<file path="config.mk">
export PLATFORM = sky130hd
export DESIGN_NAME = fetch_sequencer
export DESIGN_NICKNAME = d
export VERILOG_FILES = /design/src/rtl/fetch_sequencer.sv
export SDC_FILE = /design/constraint.sdc
export NUM_CORES = 1
export LEC_CHECK = 0
export CAP_MARGIN = 10
export CORE_ASPECT_RATIO = 1.5
export CORE_UTILIZATION = 35
export CTS_BUF_LIST = sky130_fd_sc_hd__clkbuf_2
export DETAILED_ROUTE_END_ITERATION = 7
export SKIP_CTS_REPAIR_TIMING = 1
export SLEW_MARGIN = 20
export SYNTH_ARGS = -nofsm -noshare
export SYNTH_HDL_FRONTEND = slang
export SYNTH_SLANG_ARGS = --single-unit
export TNS_END_PERCENT = 30
</file>
<file path="constraint.sdc">
create_clock -name clk -period 5.1 [get_ports clk]
set_input_delay 1.02 -clock clk [delete_from_list [all_inputs] [get_ports clk]]
set_output_delay 1.02 -clock clk [all_outputs]
set_load 0.05 [all_outputs]
</file>
<file path="src/rtl/fetch_sequencer.sv">
// Instruction-fetch front end: owns the PC, issues one outstanding imem request
// at a time, holds each fetched word for decode, and handles redirects and halt.
module fetch_sequencer #(
  parameter int unsigned       ADDR_W   = 32,
  parameter int unsigned       INSTR_W  = 32,
  parameter logic [ADDR_W-1:0] RESET_PC = '0,
  parameter logic [ADDR_W-1:0] PC_STEP  = ADDR_W'(1)
) (
  input  logic               clk,
  input  logic               reset,
  input  logic               halt,
  input  logic               redirect_valid,
  input  logic [ADDR_W-1:0]  redirect_pc,
  output logic               imem_req,
  output logic [ADDR_W-1:0]  imem_addr,
  input  logic               imem_ack,
  input  logic [INSTR_W-1:0] imem_rdata,
  output logic               if_valid,
  input  logic               if_ready,
  output logic [INSTR_W-1:0] if_instr,
  output logic [ADDR_W-1:0]  if_pc,
  output logic [31:0]        fetch_count
);

  typedef enum logic [1:0] {
    ST_IDLE,
    ST_REQ,
    ST_HOLD
  } state_e;

  state_e               state_q;
  logic [ADDR_W-1:0]    addr_q;
  logic [ADDR_W-1:0]    pending_q;
  logic                 kill_q;
  logic [INSTR_W-1:0]   instr_q;
  logic [ADDR_W-1:0]    pc_q;
  logic [31:0]          count_q;
  state_e               resume_d;

  // Where to go once nothing is outstanding or held: halt only blocks a new request.
  always_comb begin
    resume_d = halt ? ST_IDLE : ST_REQ;
  end

  // NOTE: all state is updated with non-blocking assignments so every branch
  // below sees the pre-edge values of the registers it reads.
  always_ff @(posedge clk or negedge reset) begin
    if (!reset) begin
      state_q   <= ST_IDLE;
      addr_q    <= RESET_PC;
      pending_q <= '0;
      kill_q    <= 1'b0;
      instr_q   <= '0;
      pc_q      <= '0;
      count_q   <= '0;
    end else begin
      case (state_q)
        ST_IDLE: begin
          if (redirect_valid) addr_q <= redirect_pc;
          state_q <= resume_d;
        end
        ST_REQ: begin
          if (imem_ack) begin
            if (redirect_valid) begin
              addr_q  <= redirect_pc;
              kill_q  <= 1'b0;
              state_q <= resume_d;
            end else if (kill_q) begin
              // Stale response for a fetch that was redirected away while waiting.
              addr_q  <= pending_q;
              kill_q  <= 1'b0;
              state_q <= resume_d;
            end else begin
              instr_q <= imem_rdata;
              pc_q    <= addr_q;
              addr_q  <= addr_q + PC_STEP;
              state_q <= ST_HOLD;
            end
          end else if (redirect_valid) begin
            kill_q    <= 1'b1;
            pending_q <= redirect_pc;
          end
        end
        ST_HOLD: begin
          if (redirect_valid) begin
            addr_q  <= redirect_pc;
            state_q <= resume_d;
          end else if (if_ready) begin
            count_q <= count_q + 32'd1;
            state_q <= resume_d;
          end
        end
        default: state_q <= ST_IDLE;
      endcase
    end
  end

  assign imem_req    = (state_q == ST_REQ);
  assign imem_addr   = addr_q;
  assign if_valid    = (state_q == ST_HOLD);
  assign if_instr    = instr_q;
  assign if_pc       = pc_q;
  assign fetch_count = count_q;

endmodule

</file>
* Yosys cells after proc, flatten, opt, wreduce, memory -nomap -nowiden *
Cells that the tools add are included.

word-level totals
  register bits = 163
  output and inout bits = 130
  input port bits = 70

cells by class
  bitwise gates (word level) = 3
  $add $sub $neg = 2
  reduce and logical (&&, ||, !) cells = 10
  eq/ne operators = 5
  muxes and demuxes = 14

operators with widths
  kind                                                   count
  2-to-1 mux 32 bit                                      4
  adder 32 x 1 -> 32 bit, second input constant          2
  case mux 32 bit (2 select lines)                       1
  2-to-1 mux 2 bit                                       5
  AND reduction 3 bit                                    3
  case mux 2 bit (3 select lines)                        1
  inequality test 2 x 1 -> 1 bit, second input constant  2
  AND reduction 2 bit                                    2
  AND reduction 4 bit                                    1
  nonzero test 2 bit                                     2
  2-to-1 mux 1 bit                                       3
  inequality test 3 x 2 -> 1 bit, second input constant  1
  NOT 1 bit                                              3
  == test 2 x 1 -> 1 bit, second input constant          1
  == test 2 bit, second input constant                   1
  logical NOT 2 bit                                      1
  OR reduction 2 bit                                     1

* Logic depth before layout (Yosys ltp) *
  depth in word-level cells = 5
  mapped depth = 8
  gate-level depth less buffers = 6

* Worst setup path after synthesis *
No wires, ideal clock.

  path type = input to register
  start = input redirect_valid
  end = register count_q[21] (netlist: fetch_count[21])
  data arrival time = 2.087 ns
  setup time = 0.141 ns
  path slack = 2.872 ns
  stages = 5
  cell sequence = nand4bb_4 nor3_4 and3_1 nand4_1 xnor2_1

on the way
  cells in the longest elaborated chain, start to end = 2

RTL lines
  what                                  RTL line  RTL
  start, declared                       12        input logic redirect_valid,
  NOT 1 bit (no source line)            n/a
  AND reduction 3 bit (no source line)  n/a
  end signal, assigned                  89        count_q <= count_q + 32'd1;
  end, declared                         37        logic [31:0] count_q;

No other way between the ends.
A chain may end at the register's enable or synchronous reset.

* Final worst setup path *
  start = register state_q[0]
  end = output imem_req

on the way
  cells in the longest elaborated chain, start to end = 1

RTL lines
  what                    RTL line  RTL
  start, declared         31        state_e state_q;
  start signal, assigned  60        state_q <= resume_d;
  start signal, assigned  67        state_q <= resume_d;
  start signal, assigned  72        state_q <= resume_d;
  == test 2 x 1 -> 1 bit  98        assign imem_req = (state_q == ST_REQ);
  end, declared           14        output logic imem_req,

No other way between the ends.

==> flow_metrics.py <==
metrics = {
    "status": {
        "status": "finished, final reports clean",
    },
    "critical_path": {
        "critPathKind": "reg -> out",
        "arrival_ns": 2.50,
        "worst-r2r-cell-count": 5,
        "path_depth": 2,
        "cp_top_family": "buffers and inverters",
        "rr_endpoint": "imem_addr[29]",
        "cp-endpoint": "imem_req",
        "path_max_fanout": 10,
        "slowest_delay_ns": 0.90,
        "crit_required_ns": 4.08,
        "startpoint": "state_q[0]",
        "r2r_start": "kill_q",
        "end_kind": "output pin",
        "start_kind": "flip-flop",
        "crit_slowest_cell": "clkdlybuf4s50_1",
        "path_buf_inv": 1,
        "worst-r2r-setup-slack_ns": 2.30,
        "crit_chain": "nor2b_2 > clkdlybuf4s50_1",
    },
    "layout": {
        "syn2layout_area_growth_pct": 32.9,
        "drive_gt1_share_pct": 9.93,
        "final_nets": 1046,
    },
    "sta": {
        "relSlewSlack_pct": 34.4,
        "finalCriticalPeriod_ns": 3.52,
        "tightest_slew_ns": 0.985,
        "fin_setup_tns_ns": 0,
        "grt_setup_unrepaired": "no",
        "hold_viol_final": 0,
        "fmax_mhz": 284,
        "fin_skew_ns": 0.0263,
        "setup_ws_ns": 1.58,
        "finalMaxSlewViolations": 0,
        "post-route-period-util_pct": 69.0,
        "setup_violations": 0,
    },
    "grt": {
        "grt_pass1_vias": 6433,
        "antenna_found_initial": 1,
        "grt_pass1_wl_microns": 34900,
        "grt_usage_pct": 20.2,
        "grt_max_degree": 111,
        "grt.overflow.total": 0,
    },
    "power_and_ir_drop": {
        "swShare_pct": 49.1,
        "p_total_mw": 6.30,
        "p_comb_share_pct": 50.9,
        "p_clk_share_pct": 13.0,
        "switchingPower_mw": 3.09,
        "p_int_mw": 3.21,
        "p_per_area_mw_per_mm2": 620,
        "seqPwrFrac_pct": 36.2,
        "ir_drop_v": 0.000314,
        "cellLeakagePower_nw": 4.48,
    },
    "yosys": {
        "yosys_warnings": 0,
        "syn_nets": 862,
        "synth_enable_flop_cells": 0,
        "synth_cell_type_count": 62,
        "synth_common_cells": "nand2_1, dfrtp_1, nand3_1",
        "synth_top_area_share_pct": 53.4,
        "yosysTopAreaCell": "dfrtp_1",
        "syn_area_sq_mm": 0.00764,
        "synth_ff_type": "dfrtp_1",
        "ys_ff_latch": 163,
        "syn_avg_cell_area_sq_um": 9.67,
        "synth_area_leaders": "dfrtp_1, nand2_1, xnor2_1, mux2_2, nand3_1",
        "synthCells": 790,
        "async_reset_ff_share_pct": 100,
        "synth.most_common_cell": "nand2_1",
        "ys_seq_area_share_pct": 53.4,
    },
    "floorplanning": {
        "io_pins": 200,
        "die_area_sq_mm": 0.0224,
        "start_util_pct": 36.0,
        "die_x_microns": 123,
        "die_y_microns": 183,
        "core_area_sq_mm": 0.0212,
        "num_rows": 65,
    },
    "flow_run": {
        "cap_violations": 0,
    },
    "routing": {
        "wl_microns": 21600,
        "drc": 0,
        "drt_iter0_markers": 356,
        "antenna_left": 0,
        "vias": 6380,
        "wire_per_inst_microns": 17.2,
        "detail_route.first_pass.iterations": 5,
        "routed_via_density": 5.08,
    },
    "placement": {
        "io_buffers": 199,
        "dp_hpwl_microns": 15300,
        "place_ws_ns": 1.43,
        "gp_congestion": 0.801,
    },
    "cts": {
        "ctsRootBufferMaster": "clkbuf_2",
        "clock_sinks": 163,
        "worstSkewPairLatency_ns": 0.73,
        "path_clk_slew_ns": 0.24,
        "cts_tree": "built",
        "cts_max_level": 4,
        "cts.path.max_buffers": 2,
        "cts_buffers": 17,
    },
    "hold_path": {
        "hold_path.class": "in -> async",
    },
}
-- cell usage in the layout (no fill, tap or decap), drive strengths merged, types with 12 or more instances in the layout --
cell,n
clkdlybuf4s50,198
xor2,12
o21ai,31
xnor2,35
dfrtp,163
nand3,42
nand2,244
clkbuf,19
and3,18
mux2,32
nor2,27
a21oi,33
-- worst min-delay path by stage --
| stage | slack (ns) | cells past startpoint | to |
|---|---|---|---|
| floorplan | 0.45 | 1 | pending_q[14] |
| global placement | 0.46 | 2 | if_instr[19] |
| detailed placement | 0.46 | 2 | if_pc[23] |
| CTS | 0.34 | 1 | if_pc[0] |
| global route | 0.33 | 1 | fetch_count[6] |
| finish | 0.36 | 1 | pending_q[1] |
-- per-layer routing --
layer / wire, microns / part of all wire [%] / up-vias / global-route usage (%)
met5: 0 / 0 / - / 0
met4: 556 / 2.6 / 0 / 8.10
met3: 1030 / 4.8 / 31 / 4.10
met2: 11000 / 51 / 184 / 34.2
met1: 8940 / 41 / 3102 / 24.7
li1: - / - / 3063 / -
-- metrics by stage --
stage          util, %  instance area, sq um  hold slack (ns)  instances
2_1_floorplan        -                  7640            0.452        790
6_report          47.8                 10200            0.355       1256
3_5_place_dp      46.4                  9860            0.461       1223
3_3_place_gp      46.4                  9860            0.458       1223
4_1_cts           47.8                 10100            0.342       1255
5_1_grt           47.8                 10200            0.330       1256
-- registers in the layout, indices dropped and copies added (netlist names) --
signal	count
if_instr	32
fetch_count	32
pending_q	32
if_pc	32
kill_q	1
state_q	2
imem_addr	32
-- logic make-up after synthesis --
kind of cell,after synthesis,synth area share (%)
fa+ha+maj,2,0.327
buf+inv,49,2.98
compound gates,104,8.42
flops,163,53.4
xor+xnor,47,5.39
simple gates,387,24.0
mux,38,5.50
-- layout make-up --
type | count | area (sq um)
fillers | 2026 | 11100
inverters | 6 | 22.5
repair buffers | 208 | 2060
clock inverters | 14 | 201
well taps | 268 | 335
flip-flops and latches | 163 | 4080
clock buffers | 18 | 90.1
diodes | 1 | 2.50
multi-input cells | 578 | 3360
-- power groups by stage --
stage / Combinational [mW] / Sequential, mW / Clock (mW)
after floorplan: 0.943 / 3.39 / 0
after global placement: 3.20 / 2.30 / 0
after detailed placement: 3.23 / 2.31 / 0
after CTS: 3.23 / 2.28 / 0.851
after global routing: 3.41 / 2.36 / 0.900
final: 3.20 / 2.28 / 0.817
Power figures use the tool's default switching activity.
